<file path="src/rtl/traffic_pkg.sv">
// -----------------------------------------------------------------------------
// traffic_pkg
//   Shared definitions for the intersection signal controllers: phase
//   encodings, the seconds-field width and helper functions for approach
//   selection and duration loading.
// -----------------------------------------------------------------------------
package traffic_pkg;

    localparam int SEC_W     = 8;
    // Upper bound on approaches the search helper can handle.
    localparam int MAX_DIR   = 32;
    localparam int MAX_DIR_W = 5;

    typedef enum logic [1:0] {
        PH_IDLE   = 2'd0,
        PH_GREEN  = 2'd1,
        PH_YELLOW = 2'd2,
        PH_CLEAR  = 2'd3
    } phase_e;

    // Round-robin search: first set bit of req at or after start (wrapping
    // within num_dir). Returns -1 when no bit is set.
    function automatic int next_req_idx(input logic [MAX_DIR-1:0] req,
                                        input int num_dir,
                                        input int start);
        int idx;
        int found;
        found = -1;
        for (int i = 0; i < MAX_DIR; i++) begin
            idx = (start + i) % num_dir;
            if ((i < num_dir) && (found < 0) && req[idx[MAX_DIR_W-1:0]]) begin
                found = idx;
            end else begin
                found = found;
            end
        end
        return found;
    endfunction

    // A programmed duration of zero is served as one second.
    function automatic logic [SEC_W-1:0] dur_load(input logic [SEC_W-1:0] sec);
        return (sec == {SEC_W{1'b0}}) ? SEC_W'(1) : sec;
    endfunction

endpackage

</file>
<file path="src/rtl/sec_tick_gen.sv">
// -----------------------------------------------------------------------------
// sec_tick_gen
//   Seconds prescaler: tick_o pulses for one clk cycle every TICK_DIV cycles.
//   clr_i restarts the count so the first tick after a clear lands exactly
//   TICK_DIV cycles later.
// Ports:
//   clk, rst  clock and asynchronous active-high reset
//   clr_i     synchronous restart of the prescaler
//   tick_o    one-cycle tick pulse
// -----------------------------------------------------------------------------
module sec_tick_gen #(
    parameter int TICK_DIV = 100_000_000
) (
    input  logic clk,
    input  logic rst,
    input  logic clr_i,
    output logic tick_o
);

    localparam int CNT_W = (TICK_DIV > 2) ? $clog2(TICK_DIV) : 1;

    logic [CNT_W-1:0] cnt_q;
    logic [CNT_W-1:0] cnt_d;
    logic             wrap_s;

    assign wrap_s = (cnt_q == CNT_W'(TICK_DIV - 1));
    assign tick_o = wrap_s;

    // Next prescaler value: restart on clear or at the end of a second.
    always_comb begin
        cnt_d = cnt_q + CNT_W'(1);
        if (clr_i || wrap_s) begin
            cnt_d = {CNT_W{1'b0}};
        end else begin
            cnt_d = cnt_q + CNT_W'(1);
        end
    end

    // Prescaler register.
    always_ff @(posedge clk or posedge rst) begin
        if (rst) begin
            cnt_q <= {CNT_W{1'b0}};
        end else begin
            cnt_q <= cnt_d;
        end
    end

endmodule

</file>
<file path="src/rtl/multi_dir_signal_controller.sv">
// -----------------------------------------------------------------------------
// multi_dir_signal_controller
//   N-approach intersection signal controller. Serves approaches round-robin
//   (fixed or demand-actuated) or holds a manually selected approach green.
//   Every change away from green goes through timed yellow and timed all-red.
// Ports:
//   clk, rst                  clock, asynchronous active-high reset
//   mode_manual, actuated_en  mode controls
//   demand, manual_sel        per-approach detector / manual request
//   green_sec, yellow_sec, allred_sec  phase durations in seconds
//   red_o, yellow_o, green_o  registered per-approach lamps
//   countdown_sec             remaining seconds of a timed phase (0 untimed)
//   active_dir                approach currently or last served
//   phase                     0=IDLE 1=GREEN 2=YELLOW 3=CLEAR
// -----------------------------------------------------------------------------
module multi_dir_signal_controller
    import traffic_pkg::*;
#(
    parameter int NUM_DIR  = 4,
    parameter int TICK_DIV = 100_000_000,
    parameter int DIR_W    = $clog2(NUM_DIR)
) (
    input  logic               clk,
    input  logic               rst,
    input  logic               mode_manual,
    input  logic               actuated_en,
    input  logic [NUM_DIR-1:0] demand,
    input  logic [NUM_DIR-1:0] manual_sel,
    input  logic [SEC_W-1:0]   green_sec,
    input  logic [SEC_W-1:0]   yellow_sec,
    input  logic [SEC_W-1:0]   allred_sec,
    output logic [NUM_DIR-1:0] red_o,
    output logic [NUM_DIR-1:0] yellow_o,
    output logic [NUM_DIR-1:0] green_o,
    output logic [SEC_W-1:0]   countdown_sec,
    output logic [DIR_W-1:0]   active_dir,
    output logic [1:0]         phase
);

    localparam logic [NUM_DIR-1:0] ONE_OH = {{(NUM_DIR-1){1'b0}}, 1'b1};

    phase_e             phase_q, phase_d;
    logic [DIR_W-1:0]   dir_q, dir_d;
    logic [SEC_W-1:0]   cnt_q, cnt_d;
    logic               hold_q, hold_d;      // green is an untimed manual hold
    logic [NUM_DIR-1:0] red_q, red_d;
    logic [NUM_DIR-1:0] yel_q, yel_d;
    logic [NUM_DIR-1:0] grn_q, grn_d;

    logic               tick_s;
    logic               load_s;              // restart the prescaler this cycle
    logic               expire_s;
    logic [NUM_DIR-1:0] dir_oh_s;
    logic [NUM_DIR-1:0] dir_oh_d_s;
    logic [DIR_W-1:0]   man_idx_s;
    logic [DIR_W-1:0]   fix_idx_s;
    int                 act_idx_s;

    sec_tick_gen #(.TICK_DIV(TICK_DIV)) u_tick (
        .clk    (clk),
        .rst    (rst),
        .clr_i  (load_s),
        .tick_o (tick_s)
    );

    assign dir_oh_s   = ONE_OH << dir_q;
    assign dir_oh_d_s = ONE_OH << dir_d;
    assign expire_s   = tick_s && (cnt_q == SEC_W'(1));
    assign fix_idx_s  = (dir_q == DIR_W'(NUM_DIR - 1)) ? {DIR_W{1'b0}} : dir_q + DIR_W'(1);
    assign act_idx_s  = next_req_idx(MAX_DIR'(demand), NUM_DIR, int'(dir_q) + 1);

    // Index of the manually requested approach (meaningful only when one-hot).
    always_comb begin
        man_idx_s = {DIR_W{1'b0}};
        for (int i = 0; i < NUM_DIR; i++) begin
            man_idx_s = manual_sel[i] ? DIR_W'(i) : man_idx_s;
        end
    end

    // Phase sequencing, countdown and served-approach selection.
    always_comb begin
        phase_d = phase_q;
        dir_d   = dir_q;
        hold_d  = hold_q;
        load_s  = 1'b0;
        cnt_d   = (tick_s && (cnt_q != {SEC_W{1'b0}})) ? cnt_q - SEC_W'(1) : cnt_q;
        case (phase_q)
            PH_IDLE: begin
                cnt_d = {SEC_W{1'b0}};
                if (mode_manual) begin
                    if ($onehot(manual_sel)) begin
                        phase_d = PH_GREEN;
                        dir_d   = man_idx_s;
                        hold_d  = 1'b1;
                        load_s  = 1'b1;
                    end else begin
                        phase_d = PH_IDLE;
                    end
                end else if (actuated_en) begin
                    if (act_idx_s >= 0) begin
                        phase_d = PH_GREEN;
                        dir_d   = DIR_W'(act_idx_s);
                        hold_d  = 1'b0;
                        cnt_d   = dur_load(green_sec);
                        load_s  = 1'b1;
                    end else begin
                        phase_d = PH_IDLE;
                    end
                end else begin
                    phase_d = PH_GREEN;
                    dir_d   = fix_idx_s;
                    hold_d  = 1'b0;
                    cnt_d   = dur_load(green_sec);
                    load_s  = 1'b1;
                end
            end
            PH_GREEN: begin
                // Mode/selection changes are checked before expiry so they win.
                if (hold_q) begin
                    cnt_d = {SEC_W{1'b0}};
                    if (!mode_manual || (manual_sel != dir_oh_s)) begin
                        phase_d = PH_YELLOW;
                        hold_d  = 1'b0;
                        cnt_d   = dur_load(yellow_sec);
                        load_s  = 1'b1;
                    end else begin
                        phase_d = PH_GREEN;
                    end
                end else if (mode_manual) begin
                    if (manual_sel == dir_oh_s) begin
                        hold_d = 1'b1;
                        cnt_d  = {SEC_W{1'b0}};
                    end else begin
                        phase_d = PH_YELLOW;
                        cnt_d   = dur_load(yellow_sec);
                        load_s  = 1'b1;
                    end
                end else if (expire_s) begin
                    // Actuated: keep green while nobody else is waiting.
                    if (actuated_en && ((demand & ~dir_oh_s) == {NUM_DIR{1'b0}})) begin
                        cnt_d  = dur_load(green_sec);
                        load_s = 1'b1;
                    end else begin
                        phase_d = PH_YELLOW;
                        cnt_d   = dur_load(yellow_sec);
                        load_s  = 1'b1;
                    end
                end else begin
                    phase_d = PH_GREEN;
                end
            end
            PH_YELLOW: begin
                if (expire_s) begin
                    phase_d = PH_CLEAR;
                    cnt_d   = dur_load(allred_sec);
                    load_s  = 1'b1;
                end else begin
                    phase_d = PH_YELLOW;
                end
            end
            PH_CLEAR: begin
                if (expire_s) begin
                    phase_d = PH_IDLE;
                    cnt_d   = {SEC_W{1'b0}};
                end else begin
                    phase_d = PH_CLEAR;
                end
            end
            default: begin
                phase_d = PH_IDLE;
                hold_d  = 1'b0;
                cnt_d   = {SEC_W{1'b0}};
            end
        endcase
    end

    // Lamp decode from the next phase so lamps change with phase/active_dir.
    always_comb begin
        red_d = {NUM_DIR{1'b1}};
        yel_d = {NUM_DIR{1'b0}};
        grn_d = {NUM_DIR{1'b0}};
        case (phase_d)
            PH_GREEN: begin
                red_d = ~dir_oh_d_s;
                grn_d = dir_oh_d_s;
            end
            PH_YELLOW: begin
                red_d = ~dir_oh_d_s;
                yel_d = dir_oh_d_s;
            end
            default: begin
                red_d = {NUM_DIR{1'b1}};
            end
        endcase
    end

    // State, countdown and lamp registers.
    always_ff @(posedge clk or posedge rst) begin
        if (rst) begin
            phase_q <= PH_IDLE;
            dir_q   <= DIR_W'(NUM_DIR - 1);
            cnt_q   <= {SEC_W{1'b0}};
            hold_q  <= 1'b0;
            red_q   <= {NUM_DIR{1'b1}};
            yel_q   <= {NUM_DIR{1'b0}};
            grn_q   <= {NUM_DIR{1'b0}};
        end else begin
            phase_q <= phase_d;
            dir_q   <= dir_d;
            cnt_q   <= cnt_d;
            hold_q  <= hold_d;
            red_q   <= red_d;
            yel_q   <= yel_d;
            grn_q   <= grn_d;
        end
    end

    assign red_o         = red_q;
    assign yellow_o      = yel_q;
    assign green_o       = grn_q;
    assign countdown_sec = cnt_q;
    assign active_dir    = dir_q;
    assign phase         = phase_q;

endmodule
</file>
<file path="config.mk">
export PLATFORM = sky130hd
export DESIGN_NAME = multi_dir_signal_controller
export DESIGN_NICKNAME = d
export VERILOG_FILES = /design/src/rtl/traffic_pkg.sv /design/src/rtl/sec_tick_gen.sv /design/src/rtl/multi_dir_signal_controller.sv
export SDC_FILE = /design/constraint.sdc
export NUM_CORES = 1
export LEC_CHECK = 0
export CELL_PAD_IN_SITES_DETAIL_PLACEMENT = 2
export CELL_PAD_IN_SITES_GLOBAL_PLACEMENT = 2
export CORE_ASPECT_RATIO = 1.2
export CORE_UTILIZATION = 35
export DETAILED_ROUTE_END_ITERATION = 10
export DONT_BUFFER_PORTS = 1
export PLACE_DENSITY_LB_ADDON = 0.1
export SLEW_MARGIN = 30
export SYNTH_ARGS = -nofsm -noshare
export SYNTH_HDL_FRONTEND = slang
export SYNTH_SLANG_ARGS = --single-unit
export TNS_END_PERCENT = 50
</file>
<file path="constraint.sdc">
create_clock -name clk -period 2.8 [get_ports clk]
set_clock_uncertainty 0.2 [all_clocks]
set_input_delay 0.7 -clock clk [delete_from_list [all_inputs] [get_ports clk]]
set_output_delay 0.7 -clock clk [all_outputs]
set_load 0.005 [all_outputs]
</file>
==> results by group <==
Yosys
  – Cell taking the most area after synthesis: dfrtp_1
  – Largest family of logic cells by synthesized area: simple AND/OR/NAND/NOR gates
  – Yosys cell types: 71
  – Top-count cell post-synth: nor2_1
  – Mean Syn Cell Area: 8.74 µm²
  – Synth area leaders: dfrtp_1 (32%), nor2_1 (6.4%), xor2_1 (5.1%)
  – Cell Area, Synth: 3600 µm²
  – Ys flop type: dfrtp_1
  – Synth Area in Simple Gates: 0.282
  – EDFF count, synth: 0
  – Sequential-to-total area share from yosys stat: 0.363
  – Post-synthesis cell count: 412
  – Synth async-reset ratio: 1.00
  – #FFs+latches synth: 52
  – Post-synth top area share: 0.320
  – Xor/xnor share of the synthesized area: 0.0705
  – Compound-gate portion of the synthesized area: 0.187
  – Syn Nets: between 400 and 500
  – Post-Synth Adder-Cell Area: 0.0473
  – Yosys warning count: 0
  – Multiplexer area fraction after synthesis: 0.00313
  – Post-synth top cells: nor2_1 (61), dfrtp_1 (46), nand2_1 (27)

Clocking
  – Post-CTS Hold Buffers: 0
  – Buffer depth of the longest clock path: 2
  – Clk root buf: clkbuf_16
  – CTS buffer count: 5
  – CTS sink count: 52
  – CTS tree: built
  – CTS clk-pin slew, worst paths: around 0.080 ns
  – Worst-Skew Late Latency: 0.30 ns
  – CTS H-tree depth: 2

STA
  – Slew Viols, Final: 0
  – Fmax: 0.324 GHz
  – Fin crit period: 3.09 ns
  – RSZ-0062 raised after global routing: yes
  – Worst-Margin Slew: 0.524 ns
  – TNS Setup: -4.95 ns
  – Finish-stage setup viols: 40
  – WHS: 0.0153 ns
  – Fin worst setup slack: -0.291 ns
  – Fin. Hold Viols: 0
  – Rel. slew slack: 0.646
  – Tcrit/Tclk final: 1.10

GRT
  – Initial antenna violation count: 0
  – Vias in the first global route: about 3700
  – GRT overflow: 0
  – Largest net degree at the start of global routing: 21
  – Global-route wire length before repair: 20100 µm
  – Tot GR Track Use: 0.245

Final layout
  – FF+latch area: roughly 1300 µm²
  – Layout Cells excl Fill: 578
  – Area Overhead vs Synth: 20.9%
  – Nets: 500
  – Layout cells sized above 1: 0.230
  – Multi-input logic area: 2240 µm²
  – Finished Core Util: 0.435
  – Number of diodes: 0
  – # fillers: 1115

Setup path
  – Setup Crit Path Kind: input pin to register
  – Worst setup EP type: register
  – Worst path required time: 2.83 ns
  – Most frequent CP cell: ha_4
  – Crit-path cells: inv_8, fa_1, inv_1, ha_2, ha_4, or3b_4, nand2_2, o21ai_2, nor2_2, a211oi_2, a21o_1, ha_4, or3_4
  – Crit path max fanout: 2
  – Critical path's slowest cell: fa_1
  – Critical path launch point type: input pin
  – Max incr delay on CP: 0.54 ns
  – Worst EP arrival: 3.12 ns

Routing
  – Via Count: 3295
  – Antenna violation net count after detailed routing: 0
  – DRC Markers: 0
  – Vias per Instance: 5.70
  – Drt total wl: 12200 µm
  – Initial DRC count: 100
  – DRT Pass-1 Iters: 4
  – DR WL/cell: 21.0 µm

Pwr
  – Max VDD drop: 363 µV
  – Leakage: 0.00190 µW
  – Power density cells: 723 nW/µm²

Placement
  – PortBufs: 0
  – GPL Wtd Cong: approximately 0.86
  – Dpl ws: -0.743 ns
  – Placed insts: between 500 and 600
  – Post-DP HPWL: 9150 µm

Die
  – DIE AREA: 10700 µm²
  – IO Pins: 60
  – Starting density of the core: 0.360
  – Core area: 10000 µm²
  – Rows: 40
  – Die X: between 90 and 100 µm
  – Die height: 113 µm

Worst hold path
  – Hold Path Class: input pin to async pin

Status
  – Failing checks: setup timing
  – Outcome: finished with violations

Run
  – Max cap viols: 0
routing by layer:
layer  up-vias  track usage  part of all wire
met2        58        0.438              0.54
met1      1660        0.303              0.41
li1       1562            -                 -
met5         -            0                 0
met4         0       0.0566             0.014
met3        15       0.0437             0.037
logic make-up after synthesis:
kind of cell    Yosys count
buf+inv                  39
xor+xnor                 29
mux                       1
fa+ha+maj                13
flops                    52
simple gates            182
compound gates           96
layout make-up:
| type | instances | area share |
|---|---|---|
| clock buffers | 5 | 0.0287 |
| repair buffers | 47 | 0.0900 |
| multi-input cells | 321 | 0.515 |
| inverters | 24 | 0.0224 |
| well taps | 126 | 0.0362 |
| flip-flops and latches | 52 | 0.301 |
| clock inverters | 3 | 0.00661 |
layout by cell type, fill, tap and decap left out, types with 3 or more instances in the layout:
| cell type | Yosys | final |
|---|---|---|
| xnor2_1 | 8 | 8 |
| o21bai_1 | 3 | 3 |
| o21ai_1 | 7 | 8 |
| nor4_4 | 3 | 3 |
| inv_1 | 24 | 20 |
| nor2_2 | 1 | 6 |
| o211ai_1 | 3 | 3 |
| nand2b_1 | 6 | 6 |
| ha_1 | 12 | 9 |
| and4_1 | 4 | 4 |
| nor4_1 | 5 | 5 |
| a21oi_1 | 14 | 13 |
| nor2_4 | 0 | 4 |
| and3_1 | 4 | 4 |
| inv_2 | 0 | 3 |
| a32oi_1 | 4 | 4 |
| nor3_1 | 9 | 9 |
| dfstp_2 | 6 | 6 |
| clkbuf_16 | 0 | 5 |
| dfrtp_1 | 46 | 46 |
| a22oi_1 | 9 | 9 |
| a31oi_1 | 6 | 6 |
| nor2b_1 | 7 | 7 |
| o31a_1 | 4 | 4 |
| nor2_1 | 61 | 52 |
| buf_4 | 4 | 42 |
| nand3_1 | 17 | 17 |
| nand4_1 | 14 | 14 |
| or2_1 | 3 | 3 |
| o21ai_0 | 18 | 16 |
| nand2_1 | 27 | 26 |
| and2_1 | 3 | 3 |
| o221ai_1 | 4 | 4 |
| a22o_1 | 3 | 3 |
| xor2_1 | 21 | 21 |
state kept, by name, indices dropped and copies added, names as in the netlist:
register and cells:
active_dir 2, countdown_sec 8, green_o 4, hold_q 1, phase 2, red_o 4
u_tick.cnt_q 27, yellow_o 4
critical path: cells and delay by family:
kind	cells	cell delay (ns)
fa+ha+maj	4	1.14
simple gates	4	0.91
compound gates	3	0.32
buf+inv	2	0.06
stage by stage:
step	instance area [µm²]	power, µW
after floorplan	3650	1930
after CTS	4350	3190
after detailed placement	4040	2430
after global routing	4350	3370
final	4350	3150
after global placement	4040	2350
final timing paths:
kind	from	to	slack [ns]	depth (start not counted)
min in group clk	u_tick.cnt_q[0]	u_tick.cnt_q[0]	0.28	1
worst max register to register	active_dir[1]	red_o[1]	0.05	10
worst min register to register	u_tick.cnt_q[0]	u_tick.cnt_q[0]	0.28	1
worst min-delay path	rst	yellow_o[1]	0.02	1
max in group asynchronous	rst	countdown_sec[4]	1.79	2
worst max-delay path	manual_sel[0]	red_o[1]	-0.29	13
power by group:
group          internal (µW)  leakage, µW  total (µW)  switching (µW)
clock network            345    0.0000767         658             313
registers                922     0.000668        1130             204
logic                    596      0.00115        1360             765
total                   1860      0.00190        3150            1280
repair_timing:
| action | CTS | global route |
|---|---|---|
| hold endpoints to repair | 0 | 0 |
| resized for setup | 14 | 12 |
| setup buffers | 4 | 3 |
| cloned | 3 | 0 |
| endpoints found under the setup margin | 40 | 42 |
| pin swaps | 13 | 2 |
No activity file was read; power rests on OpenSTA's default activity.
==> edit 1 (same settings) <==
Make the reset (`rst`) synchronous in 2 clocked blocks. Comments in the files are not updated.
--- a/src/rtl/sec_tick_gen.sv
+++ b/src/rtl/sec_tick_gen.sv
@@ -38,5 +38,5 @@
 
     // Prescaler register.
-    always_ff @(posedge clk or posedge rst) begin
+    always_ff @(posedge clk) begin
         if (rst) begin
             cnt_q <= {CNT_W{1'b0}};
--- a/src/rtl/multi_dir_signal_controller.sv
+++ b/src/rtl/multi_dir_signal_controller.sv
@@ -196,5 +196,5 @@
 
     // State, countdown and lamp registers.
-    always_ff @(posedge clk or posedge rst) begin
+    always_ff @(posedge clk) begin
         if (rst) begin
             phase_q <= PH_IDLE;
Behaviour: differs if rst is asserted again (counterexample within 4 cycles, from zero or initial values and one cycle with rst high); with rst held inactive, the same outputs for 4 cycles.
==> edit 1 against the unedited design <==
The run still ends with setup timing left. Cell count is 1.6% higher. Maximum frequency grew 6.4%. Cell area is 3.5% lower. Sequential power shrank 26%. Critical path type unchanged. Routed wire length increased by 0.25%. Setup slack improved by 190 ps. Core utilization barely moved. Sequential cell count unchanged. Total power shrank 19%. Count of clock-buffer cells in the layout unchanged. Area after synthesis shrank 2.0%.
==> edit 1: results (changes against the unedited design) <==
[status]
status = finished with violations  ; unchanged
violations = setup timing  ; unchanged

[hold_path]
min_path_type = in -> reg  ; was in -> async

[global_route]
track_usage = 0.244  ; was 0.245
met1_usage = 0.284  ; was 0.303
use_met2 = 0.451  ; was 0.438
grt_pass1_vias = 3767  ; was 3737
use_met3 = 0.0437  ; about the same
grt_max_degree = 28  ; was 21

[final_layout]
bufAreaShareNonClock = 0.0620  ; was 0.0900
nMultiInputCombCells = 354  ; was 321
multi_input_area_share = 0.587  ; was 0.515
nFillCells = 1105  ; was 1115
signal_buffers = 32  ; was 47
nNonClkInverters = 18  ; was 24
nNetsFinal = 511  ; was 500
clock_cell_area_share = 0.0462  ; was 0.0354

[worst_setup_path]
critPathMaxFanout = 4  ; was 2
critPathCapture = red_o[3]$_SDFF_PP1_  ; was red_o[1]$_DFF_PP1_
startpoint = manual_sel[3]  ; was manual_sel[0]
reg2regPathDepth = 11  ; was 10
r2r_start = active_dir[0]$_SDFF_PP1_  ; was active_dir[1]$_DFF_PP1_
cp_data_arrival_time_ps = 2890  ; was 3120 ps

[placed_design]
placedCellCount = 575  ; was 563
hpwl_mm = 9.23  ; was 9.15 mm
place_ws_ps = -513  ; was -743 ps
gp_congestion = 0.832  ; was 0.861
dpl_cell_area_mm2 = 0.00381  ; was 0.00404 mm2

[timing]
setup_viol = 19  ; was 40
tightest_slew_ps = 513  ; was 524 ps
fin_ws_ps = -105  ; was -291 ps
whs_ps = 269  ; was 15.3 ps

[routing]
wl_met1_mm = 5.18  ; was 5.02 mm
wl_met3_um = 405  ; was 453 um
num_vias = 3405  ; was 3295
met2_length_mm = 6.43  ; was 6.51 mm
wirelength_mm = 12.2  ; about the same
drt_iter0_markers = 124  ; was 100
via_per_inst = 5.80  ; was 5.70

[synthesis]
synthXorXnorAreaFrac = 0.0744  ; was 0.0705
yosys-top-cells-count = 63 x nor2_1, 52 x dfxtp_1, 26 x a21oi_1, 26 x nand3_1, 25 x nand2_1  ; was 61 x nor2_1, 46 x dfrtp_1, 27 x nand2_1, 24 x inv_1, 21 x xor2_1
synth_nets = 486  ; was 461
synth-compound-area-share = 0.192  ; was 0.187
synthArstFlopShare = 0  ; was 1.00
avgSynthCellArea_um2 = 8.06  ; was 8.74 um2
ys_types = 69  ; was 71
synthCells = 438  ; was 412

[clock_network]
cts_resized = 19  ; was 14

[pwr]
vdd_drop_max_uv = 312  ; was 363 uV

==> edit 1: changes by cell type in the layout (fill, tap and decap cells not counted), moves of 6 or more <==
cell      change
dfxtp_1      +51
dfstp_2       -6
xor2_1        -9
buf_4        -13
a21oi_1      +10
nand2b_1      +6
dfrtp_1      -46
a22oi_1       -8
o21ai_1       -7
xnor2_1      +10
mux2i_1       +6
nor2_1        +9
==> edit 1: power breakdown <==
part	switching, mW	leakage (nW)	internal [mW]	total, mW
logic	0.507	1.01	0.366	0.874
clock network	0.302	0.0944	0.516	0.818
registers	0.0519	0.422	0.789	0.841
==> edit 1: through the flow <==
step	util	setup TNS (ps)
after CTS	0.426	-2530
after global placement	0.395	-13710
after floorplan	-	-6710
after global routing	0.435	-3670
final	0.435	-694
after detailed placement	0.395	-16430
==> edit 2 (same settings) <==
Without the edit above. `TICK_DIV` is set to 100_000_000 in 2 places; all go to 50_000_000.
--- a/src/rtl/sec_tick_gen.sv
+++ b/src/rtl/sec_tick_gen.sv
@@ -10,5 +10,5 @@
 // -----------------------------------------------------------------------------
 module sec_tick_gen #(
-    parameter int TICK_DIV = 100_000_000
+    parameter int TICK_DIV = 50_000_000
 ) (
     input  logic clk,
--- a/src/rtl/multi_dir_signal_controller.sv
+++ b/src/rtl/multi_dir_signal_controller.sv
@@ -18,5 +18,5 @@
 #(
     parameter int NUM_DIR  = 4,
-    parameter int TICK_DIV = 100_000_000,
+    parameter int TICK_DIV = 50_000_000,
     parameter int DIR_W    = $clog2(NUM_DIR)
 ) (
Formal check against the unedited RTL: no difference found for any inputs over 4 cycles, from zero or initial values and one cycle with rst high; that may be too few to reach the edited logic, so the function may still have changed.
==> edit 2 against the unedited design <==
The run still ends with setup timing left. Sequential power down 5%. Combinational power up 4%. Cell area up 2.2%. Clock power about the same. Core utilization up 3.3 points. Global-route usage up 2.0 points. Routed wire length up 7.2%. Die area down 5.0%. Sequential cell count down 1. Setup slack worse by 210 ps. Sequential share of layout area down 1.2 points. Area after synthesis down 5.1%. Via count up 2.9%. Total power down 0.36%.
==> edit 2: results (changes against the unedited design) <==
[status]
status = finished with violations  ; unchanged
violations = setup timing  ; unchanged

[worst_setup_path]
critPathMaxFanout = 3  ; was 2
r2r_start = active_dir[0]$_DFF_PP1_  ; was active_dir[1]$_DFF_PP1_

[routing]
wirelength_mm = 13.0  ; was 12.2 mm
wl_met3_um = 426  ; was 453 um
drt_iter0_markers = 149  ; was 100
wl_met1_mm = 5.33  ; was 5.02 mm
met2_length_mm = 7.08  ; was 6.51 mm

[synthesis]
synth.area.top_cells = dfrtp_1 33%, nor2_1 5.6%, dfstp_2 4.6%  ; was dfrtp_1 32%, nor2_1 6.4%, xor2_1 5.1%
synth-seq-area-share = 0.376  ; was 0.363
synth_nets = 441  ; was 461
synthAdderAreaFrac = 0.0461  ; was 0.0473
synthCells = 393  ; was 412
ys_types = 66  ; was 71
synthXorXnorAreaFrac = 0.0743  ; was 0.0705

[timing]
setup_tns_ps = -10600  ; was -4950 ps
whs_ps = 110  ; was 15.3 ps
setup_viol = 40  ; unchanged
fin_ws_ps = -505  ; was -291 ps

[global_route]
track_usage = 0.265  ; was 0.245
met1_usage = 0.306  ; was 0.303
use_met2 = 0.507  ; was 0.438
grt_pass1_vias = 3855  ; was 3737
grt_max_degree = 27  ; was 21

[pwr]
p_leak_nw = 1.93  ; was 1.90 nW
vdd_drop_max_uv = 485  ; was 363 uV
swShare = 0.400  ; was 0.408

[placed_design]
placedCellCount = 580  ; was 563
dpl_cell_area_mm2 = 0.00415  ; was 0.00404 mm2
place_ws_ps = -848  ; was -743 ps

[final_layout]
nFillCells = 1047  ; was 1115
largest_reg_flops = 26  ; was 27
drive_gt1_frac = 0.294  ; was 0.230

==> edit 2: changes by cell type after synthesis, sizes merged, moves of 6 or more <==
cell,before,now
a211oi,1,7
nor2b,7,1
nand2,27,20
nor2,62,51
nor3,11,19
nand4,17,10
==> edit 2: worst max-delay path: stages <==
cell and delay [ps]:
inv_8 10, fa_1 530, inv_1 40, ha_2 170, ha_4 210, or3b_4 390, nand2_2 80, a21oi_2 60
or2_4 270, a21oi_4 150, a211oi_2 50, ha_2 300, or3_1 350
==> edit 2: final cells by class <==
type,instances,area share
inverter,23,0.0217
multi-input combinational,308,0.483
tap,123,0.0346
sequential,51,0.289
clock buffer,5,0.0281
timing repair buffer,79,0.139
clock inverter,3,0.00591
==> edit 2: what timing repair did <==
action / in CTS / in global routing
gates resized for setup: 14 / 10
pin swaps: 5 / 5
buffers inserted: 2 / 1
setup endpoints to repair: 40 / 41
cloned: 1 / 0
endpoints found under the hold margin: 0 / 0
